File: src/rtl/trap_sequencer_pkg.sv
// Shared definitions for the machine-mode trap sequencer: CSR addresses,
// mstatus field positions, mtvec modes and the sequencer state encoding.
package trap_sequencer_pkg;

  localparam logic [11:0] CSR_MSTATUS = 12'h300;
  localparam logic [11:0] CSR_MEPC    = 12'h341;
  localparam logic [11:0] CSR_MCAUSE  = 12'h342;
  localparam logic [11:0] CSR_MTVAL   = 12'h343;

  localparam int unsigned MSTATUS_MIE  = 3;
  localparam int unsigned MSTATUS_MPIE = 7;

  // Software-writable mstatus bits (MIE, MPIE); everything else is fixed.
  localparam logic [31:0] MSTATUS_WMASK = 32'h0000_0088;

  localparam logic [1:0] MTVEC_MODE_DIRECT   = 2'b00;
  localparam logic [1:0] MTVEC_MODE_VECTORED = 2'b01;

  typedef enum logic [1:0] {
    IDLE     = 2'd0,
    SAVE     = 2'd1,
    REDIRECT = 2'd2
  } state_t;

endpackage

File: src/rtl/trap_sequencer_target_calc.sv
// Redirect target computation: trap vector (direct or vectored) or mepc for mret.
module trap_target_calc
  import trap_sequencer_pkg::*;
#(
  parameter int unsigned XLEN = 32
) (
  input  logic            i_is_trap,
  input  logic [XLEN-1:0] i_mtvec,
  input  logic [XLEN-1:0] i_mcause,
  input  logic [XLEN-1:0] i_mepc,
  output logic [XLEN-1:0] o_target
);

  localparam logic [XLEN-1:0] ALIGN_MASK = {{(XLEN-2){1'b1}}, 2'b00};

  logic [XLEN-1:0] w_base;
  logic [XLEN-1:0] w_offset;
  logic            w_vectored;

  assign w_base     = i_mtvec & ALIGN_MASK;
  // Cause code shifted by 4-byte slots; the top bit falls off, matching a 32-bit truncated sum.
  assign w_offset   = {1'b0, i_mcause[XLEN-2:0]} << 2;
  // Modes 2/3 fall through to direct.
  assign w_vectored = (i_mtvec[1:0] == MTVEC_MODE_VECTORED) && i_mcause[XLEN-1];

  // Select mepc for mret, otherwise the (possibly vectored) trap vector.
  always_comb begin
    o_target = w_base;
    if (!i_is_trap) begin
      o_target = i_mepc;
    end else if (w_vectored) begin
      o_target = w_base + w_offset;
    end
  end

endmodule

File: src/rtl/trap_sequencer.sv
// Machine-mode trap/return sequencer: accepts traps or mret at instruction
// boundaries, owns mstatus/mepc/mcause/mtval, and hands a redirect PC to the
// core through a valid/ready handshake while holding it with busy.
module trap_sequencer
  import trap_sequencer_pkg::*;
#(
  parameter logic [31:0] RESET_MSTATUS = 32'h0000_1800,
  parameter int unsigned XLEN          = 32
) (
  input  logic            clk,
  input  logic            rst,
  input  logic            boundary,
  input  logic            trap_pending,
  input  logic [XLEN-1:0] trap_cause,
  input  logic [XLEN-1:0] pc,
  input  logic [XLEN-1:0] tval,
  input  logic            mret,
  input  logic [XLEN-1:0] mtvec,
  input  logic            csr_we,
  input  logic [11:0]     csr_addr,
  input  logic [XLEN-1:0] csr_wdata,
  output logic            irq_en,
  output logic [XLEN-1:0] mstatus,
  output logic [XLEN-1:0] mepc,
  output logic [XLEN-1:0] mcause,
  output logic [XLEN-1:0] mtval,
  output logic            redirect_valid,
  output logic [XLEN-1:0] redirect_pc,
  input  logic            redirect_ready,
  output logic            busy
);

  localparam logic [XLEN-1:0] ALIGN_MASK = {{(XLEN-2){1'b1}}, 2'b00};

  state_t          r_state;
  state_t          w_next_state;
  logic            r_is_trap;
  logic [XLEN-1:0] r_mstatus;
  logic [XLEN-1:0] r_mepc;
  logic [XLEN-1:0] r_mcause;
  logic [XLEN-1:0] r_mtval;
  logic [XLEN-1:0] r_redirect_pc;
  logic [XLEN-1:0] w_target;
  logic            w_trap_acc;
  logic            w_mret_acc;
  logic            w_csr_wr_en;

  trap_target_calc #(
    .XLEN(XLEN)
  ) u_target_calc (
    .i_is_trap (r_is_trap),
    .i_mtvec   (mtvec),
    .i_mcause  (r_mcause),
    .i_mepc    (r_mepc),
    .o_target  (w_target)
  );

  // Next-state decode plus accept/CSR-write qualification; trap beats mret.
  always_comb begin
    w_next_state = r_state;
    w_trap_acc   = 1'b0;
    w_mret_acc   = 1'b0;
    w_csr_wr_en  = 1'b0;
    case (r_state)
      IDLE: begin
        if (boundary && trap_pending) begin
          w_trap_acc   = 1'b1;
          w_next_state = SAVE;
        end else if (boundary && mret) begin
          w_mret_acc   = 1'b1;
          w_next_state = SAVE;
        end else begin
          w_csr_wr_en  = csr_we;
        end
      end
      SAVE:     w_next_state = REDIRECT;
      REDIRECT: if (redirect_ready) w_next_state = IDLE;
      default:  w_next_state = IDLE;
    endcase
  end

  // State register.
  always_ff @(posedge clk) begin
    if (rst) begin
      r_state <= IDLE;
    end else begin
      r_state <= w_next_state;
    end
  end

  // CSR updates on accept or software write, and target capture in SAVE.
  always_ff @(posedge clk) begin
    if (rst) begin
      r_mstatus     <= RESET_MSTATUS;
      r_mepc        <= '0;
      r_mcause      <= '0;
      r_mtval       <= '0;
      r_is_trap     <= 1'b0;
      r_redirect_pc <= '0;
    end else begin
      if (w_trap_acc) begin
        r_mepc                  <= pc & ALIGN_MASK;
        r_mcause                <= trap_cause;
        r_mtval                 <= tval;
        r_mstatus[MSTATUS_MPIE] <= r_mstatus[MSTATUS_MIE];
        r_mstatus[MSTATUS_MIE]  <= 1'b0;
        r_is_trap               <= 1'b1;
      end else if (w_mret_acc) begin
        r_mstatus[MSTATUS_MIE]  <= r_mstatus[MSTATUS_MPIE];
        r_mstatus[MSTATUS_MPIE] <= 1'b1;
        r_is_trap               <= 1'b0;
      end else if (w_csr_wr_en) begin
        case (csr_addr)
          CSR_MSTATUS: r_mstatus <= (RESET_MSTATUS & ~MSTATUS_WMASK) | (csr_wdata & MSTATUS_WMASK);
          CSR_MEPC:    r_mepc    <= csr_wdata & ALIGN_MASK;
          CSR_MCAUSE:  r_mcause  <= csr_wdata;
          CSR_MTVAL:   r_mtval   <= csr_wdata;
          default:     ;
        endcase
      end
      if (r_state == SAVE) begin
        r_redirect_pc <= w_target;
      end
    end
  end

  assign irq_en         = r_mstatus[MSTATUS_MIE];
  assign mstatus        = r_mstatus;
  assign mepc           = r_mepc;
  assign mcause         = r_mcause;
  assign mtval          = r_mtval;
  assign redirect_valid = (r_state == REDIRECT);
  assign redirect_pc    = r_redirect_pc;
  assign busy           = (r_state != IDLE);

endmodule

File: config.mk
export PLATFORM = sky130hd
export DESIGN_NAME = trap_sequencer
export DESIGN_NICKNAME = d
export VERILOG_FILES = /design/src/rtl/trap_sequencer_pkg.sv /design/src/rtl/trap_sequencer_target_calc.sv /design/src/rtl/trap_sequencer.sv
export SDC_FILE = /design/constraint.sdc
export NUM_CORES = 1
export LEC_CHECK = 0
export BUFFER_PORTS_ARGS = -buffer_cell sky130_fd_sc_hd__buf_2
export CAP_MARGIN = 20
export CELL_PAD_IN_SITES_DETAIL_PLACEMENT = 1
export CELL_PAD_IN_SITES_GLOBAL_PLACEMENT = 1
export CORE_MARGIN = 1
export CORE_UTILIZATION = 35
export DETAILED_ROUTE_END_ITERATION = 12
export PLACE_DENSITY_LB_ADDON = 0.1
export REMOVE_ABC_BUFFERS = 1
export SKIP_LAST_GASP = 1
export SLEW_MARGIN = 20
export SYNTH_ARGS = -nofsm -noshare
export SYNTH_HDL_FRONTEND = slang
export SYNTH_HIERARCHICAL = 1
export SYNTH_SLANG_ARGS = --single-unit
File: constraint.sdc
create_clock -name clk -period 3.25 [get_ports clk]
set_input_delay 0.65 -clock clk [delete_from_list [all_inputs] [get_ports clk]]
set_output_delay 0.65 -clock clk [all_outputs]
set_load 0.1 [all_outputs]
==> results.json <==
{
  "worstSkewPairLatency_ns": 0.43,
  "slew_headroom": 0.322,
  "power_report.internal_total_w": 0.00330,
  "antenna_violating_nets_post_route": 0,
  "sequential_cell_area_mm2": 0.00262,
  "reg2reg_slack_ns": 0.18,
  "critical_path.startpoint_type": "flop",
  "grt_overflow": 0,
  "report.final.hold_viol_count": 0,
  "type_of_the_most_critical_hold_path": "flop to flop",
  "grt_pass1_wl_mm": 59.2,
  "synthesis.instances": 1125,
  "p_leak_nw": 4.66,
  "detailedRoute.firstPassIterationCount": 5,
  "tritoncts.num_buffers": 17,
  "number_of_flip_flops_and_latches_in_the_synthesized_netlist": 131,
  "unrepaired_setup_endpoints_after_global_routing": "yes",
  "crit_type": "flop to flop",
  "crit_family": "compound AO/OA/AOI/OAI gates",
  "drtIter0Drc": 644,
  "finalWeightedCongestion": 0.873,
  "std_cell_rows": 57,
  "peakVddDrop_v": 0.000240,
  "crit_path_max_incr_delay_ns": 0.41,
  "dp_cells": 1683,
  "clock_sink_count": 131,
  "total_die_area_mm2": 0.0253,
  "final_net_count": 1587,
  "fin_worst_skew_ns": 0.0115,
  "grt_max_degree": 97,
  "layout_min_cycle_time_ns": 3.07,
  "worstHoldPathCells": 2,
  "asyncSetResetFlopFracSynth": 0,
  "dp_slack_ns": -0.282,
  "die_w_um": 159,
  "route.detailed.vias_per_inst": 5.88,
  "post-dp-hpwl_mm": 26.7,
  "areaGrowthSynthToFinish_pct": 27.2,
  "starting_utilization_of_the_core_area": 0.357,
  "fillerInstances": 3096,
  "io_buffer_count": 307,
  "timing.final.ws_setup_ns": 0.182,
  "tritoncts_clock_tree": "built",
  "finalCoreUtilization": 0.453,
  "timing.critical_path.buf_inv": 1,
  "wirelength_mm": 38.4,
  "timing.reg2reg.worst_path_depth": 13,
  "share_seq_of_total_power": 0.312,
  "cp_slowest_cell": "fa_1",
  "syn_area_mm2": 0.00865,
  "all_layer_global_routing_usage": 0.298,
  "pwr_density_cell_mw_per_mm2": 525,
  "cts.path.max_buffers": 2,
  "count_of_maximum_capacitance_violations": 0,
  "crit_chain": "ha_1, fa_1, a21o_1, a311oi_2, buf_4, o31ai_1, a31oi_1, o21ai_0, a221oi_2, xor2_1, o21ai_0, nand2_1, a21oi_1",
  "cpMostUsedCell": "o21ai_0",
  "final-instance-count-excl-fill": 1720,
  "status": "completed",
  "cts_hold_repair.buffers": 0,
  "finalSetupViolCount": 0,
  "core_region_area_mm2": 0.0242,
  "worst_r2r_endpoint": "redirect_pc[20]",
  "synth.distinct_cells": 63,
  "io_pins": 342,
  "synth.yosys.seq_area_share": 0.303,
  "multi_input_area_mm2": 0.00541,
  "slew_viols_final": 0,
  "floorplan.die.height_um": 159,
  "num_vias": 10106,
  "synth_ff_type": "dfxtp_1",
  "final_layout_size_suffix_gt1_frac": 0.299,
  "critical_path_required_ns": 3.60,
  "holdCritStartpoint": "redirect_pc[25]",
  "holdPathEnd": "redirect_pc[25]",
  "power_frac_clock": 0.342,
  "max_slew.worst_pin.slew_ns": 0.991,
  "drcViolationCount": 0,
  "critPathCaptureType": "flop",
  "p_sw_w": 0.00247,
  "avgSynthCellArea_um2": 7.69,
  "h-tree-depth": 4,
  "path_max_fanout": 3,
  "critPathArrivalTime_ns": 3.42,
  "antenna_found_initial": 9,
  "edff_count_synth": 0,
  "p_comb_frac": 0.346,
  "wl_per_cell_um": 22.3,
  "buffer_type_at_the_clock_tree_root": "clkbuf_16",
  "fmaxAchievable_ghz": 0.326,
  "ys_warn_count": 6,
  "fin_crit_sh": 0.944,
  "r2r-start": "mcause[0]",
  "post_cts_clock_slew_at_the_launch_and_capture_registers_of_the_worst_setup_and_hold_paths_ns": 0.07,
  "grt_pass1_vias": 10149,
  "fin_tns_setup_ns": 0,
  "power.switching_fraction": 0.428
}
-- flip-flops by register name (all words and copies together) (netlist names) --
signal	cells
mtval	32
mepc	30
r_state	2
mcause	32
r_is_trap	1
mstatus	2
redirect_pc	32
-- Yosys cell counts (11+ instances only) --
library cell | instances | share of area
nor2_1 | 138 | 0.060
dfxtp_1 | 131 | 0.30
nand2_1 | 109 | 0.047
clkbuf_1 | 102 | 0.044
nand4_1 | 99 | 0.072
o31ai_1 | 96 | 0.083
a311oi_1 | 95 | 0.096
a21oi_1 | 72 | 0.042
buf_4 | 34 | 0.030
ha_1 | 29 | 0.042
a21o_1 | 20 | 0.017
a31oi_1 | 18 | 0.013
o21ai_0 | 18 | 0.010
xor2_1 | 15 | 0.015
buf_2 | 11 | 0.0064
-- power groups by stage --
stage	clock network (W)	logic (W)	registers [W]
after floorplan	0	0.000713	0.00253
after global placement	0	0.00195	0.00183
after detailed placement	0	0.00197	0.00183
after CTS	0.00201	0.00198	0.00180
after global routing	0.00208	0.00210	0.00181
final	0.00197	0.00199	0.00180
-- how the worst max path moves through the flow --
stage                                  to        start  cells past startpoint  slack (ns)
after detailed placement  redirect_pc[20]     mtvec[2]                     14       -0.28
after floorplan                 mcause[0]  csr_addr[5]                      4       -1.13
after global placement    redirect_pc[20]     mtvec[2]                     14       -0.21
after CTS                 redirect_pc[30]    mcause[0]                     14        0.12
after global routing      redirect_pc[16]    mcause[0]                     14       -0.07
final                     redirect_pc[20]    mcause[0]                     13        0.18
-- metal layers --
metal	part of all wire	wire, um	global-route usage	vias to the layer above
li1	-	-	-	4748
met1	0.46	17600	0.398	4915
met2	0.46	17500	0.476	383
met3	0.067	2570	0.0709	54
met4	0.017	656	0.0896	6
met5	0.00094	36	0	-
-- per-stage QoR --
stage | hold WS, ns | instance area [um2] | total power (W)
final | 0.451 | 11000 | 0.00577
after global routing | 0.464 | 11000 | 0.00598
after CTS | 0.453 | 10900 | 0.00579
after detailed placement | 0.443 | 10400 | 0.00380
after global placement | 0.440 | 10400 | 0.00378
after floorplan | 0.639 | 7990 | 0.00324
-- cells in the final DEF (no fill, tap or decap), types with 17 or more instances in the layout --
cell type  count
a21oi_1       72
a311oi_1      94
ha_1          29
nor2_1       138
a21o_1        20
conb_1        34
clkbuf_16     17
a31oi_1       18
buf_2        305
dfxtp_1      130
o21ai_0       18
buf_4         51
nand2_1      108
nand4_1       99
o31ai_1       96
-- layout make-up --
type | instances | area share
multi-input cells | 862 | 0.492
clock inverters | 14 | 0.0140
clock buffers | 17 | 0.0387
well taps | 324 | 0.0369
inverters | 9 | 0.00319
flip-flops and latches | 131 | 0.239
diodes | 6 | 0.00137
repair buffers | 357 | 0.175
-- logic make-up (layout without fill, tap and decap cells) --
kind of cell               Yosys count  in the layout  synth area share
AOI/OAI and AO/OA                  365            365             0.308
xor gates and xnor gates            22             22            0.0223
adders and majority gates           30             30            0.0443
buffers and inverters              164            397            0.0936
and+or+nand+nor                    410            410             0.227
other                                2             40          0.000869
muxes                                1              1           0.00130
DFF                                131            131             0.303
-- worst register-to-register path, delay by kind of cell, from the launching register on --
kind	cells	cell delay (ns)
AO/OA/AOI/OAI	8	1.70
adder cells (fa/ha/maj)	2	0.62
flip-flops	1	0.34
buffers and inverters	1	0.16
XOR/XNOR	1	0.11
AND/OR/NAND/NOR	1	0.07
-- repair_timing --
action / CTS / global route
endpoints found under the setup margin: 0 / 5
endpoints found under the hold margin: 0 / 0
buffers inserted: 0 / 0
resized for setup: 0 / 5
Power figures use the tool's default switching activity.
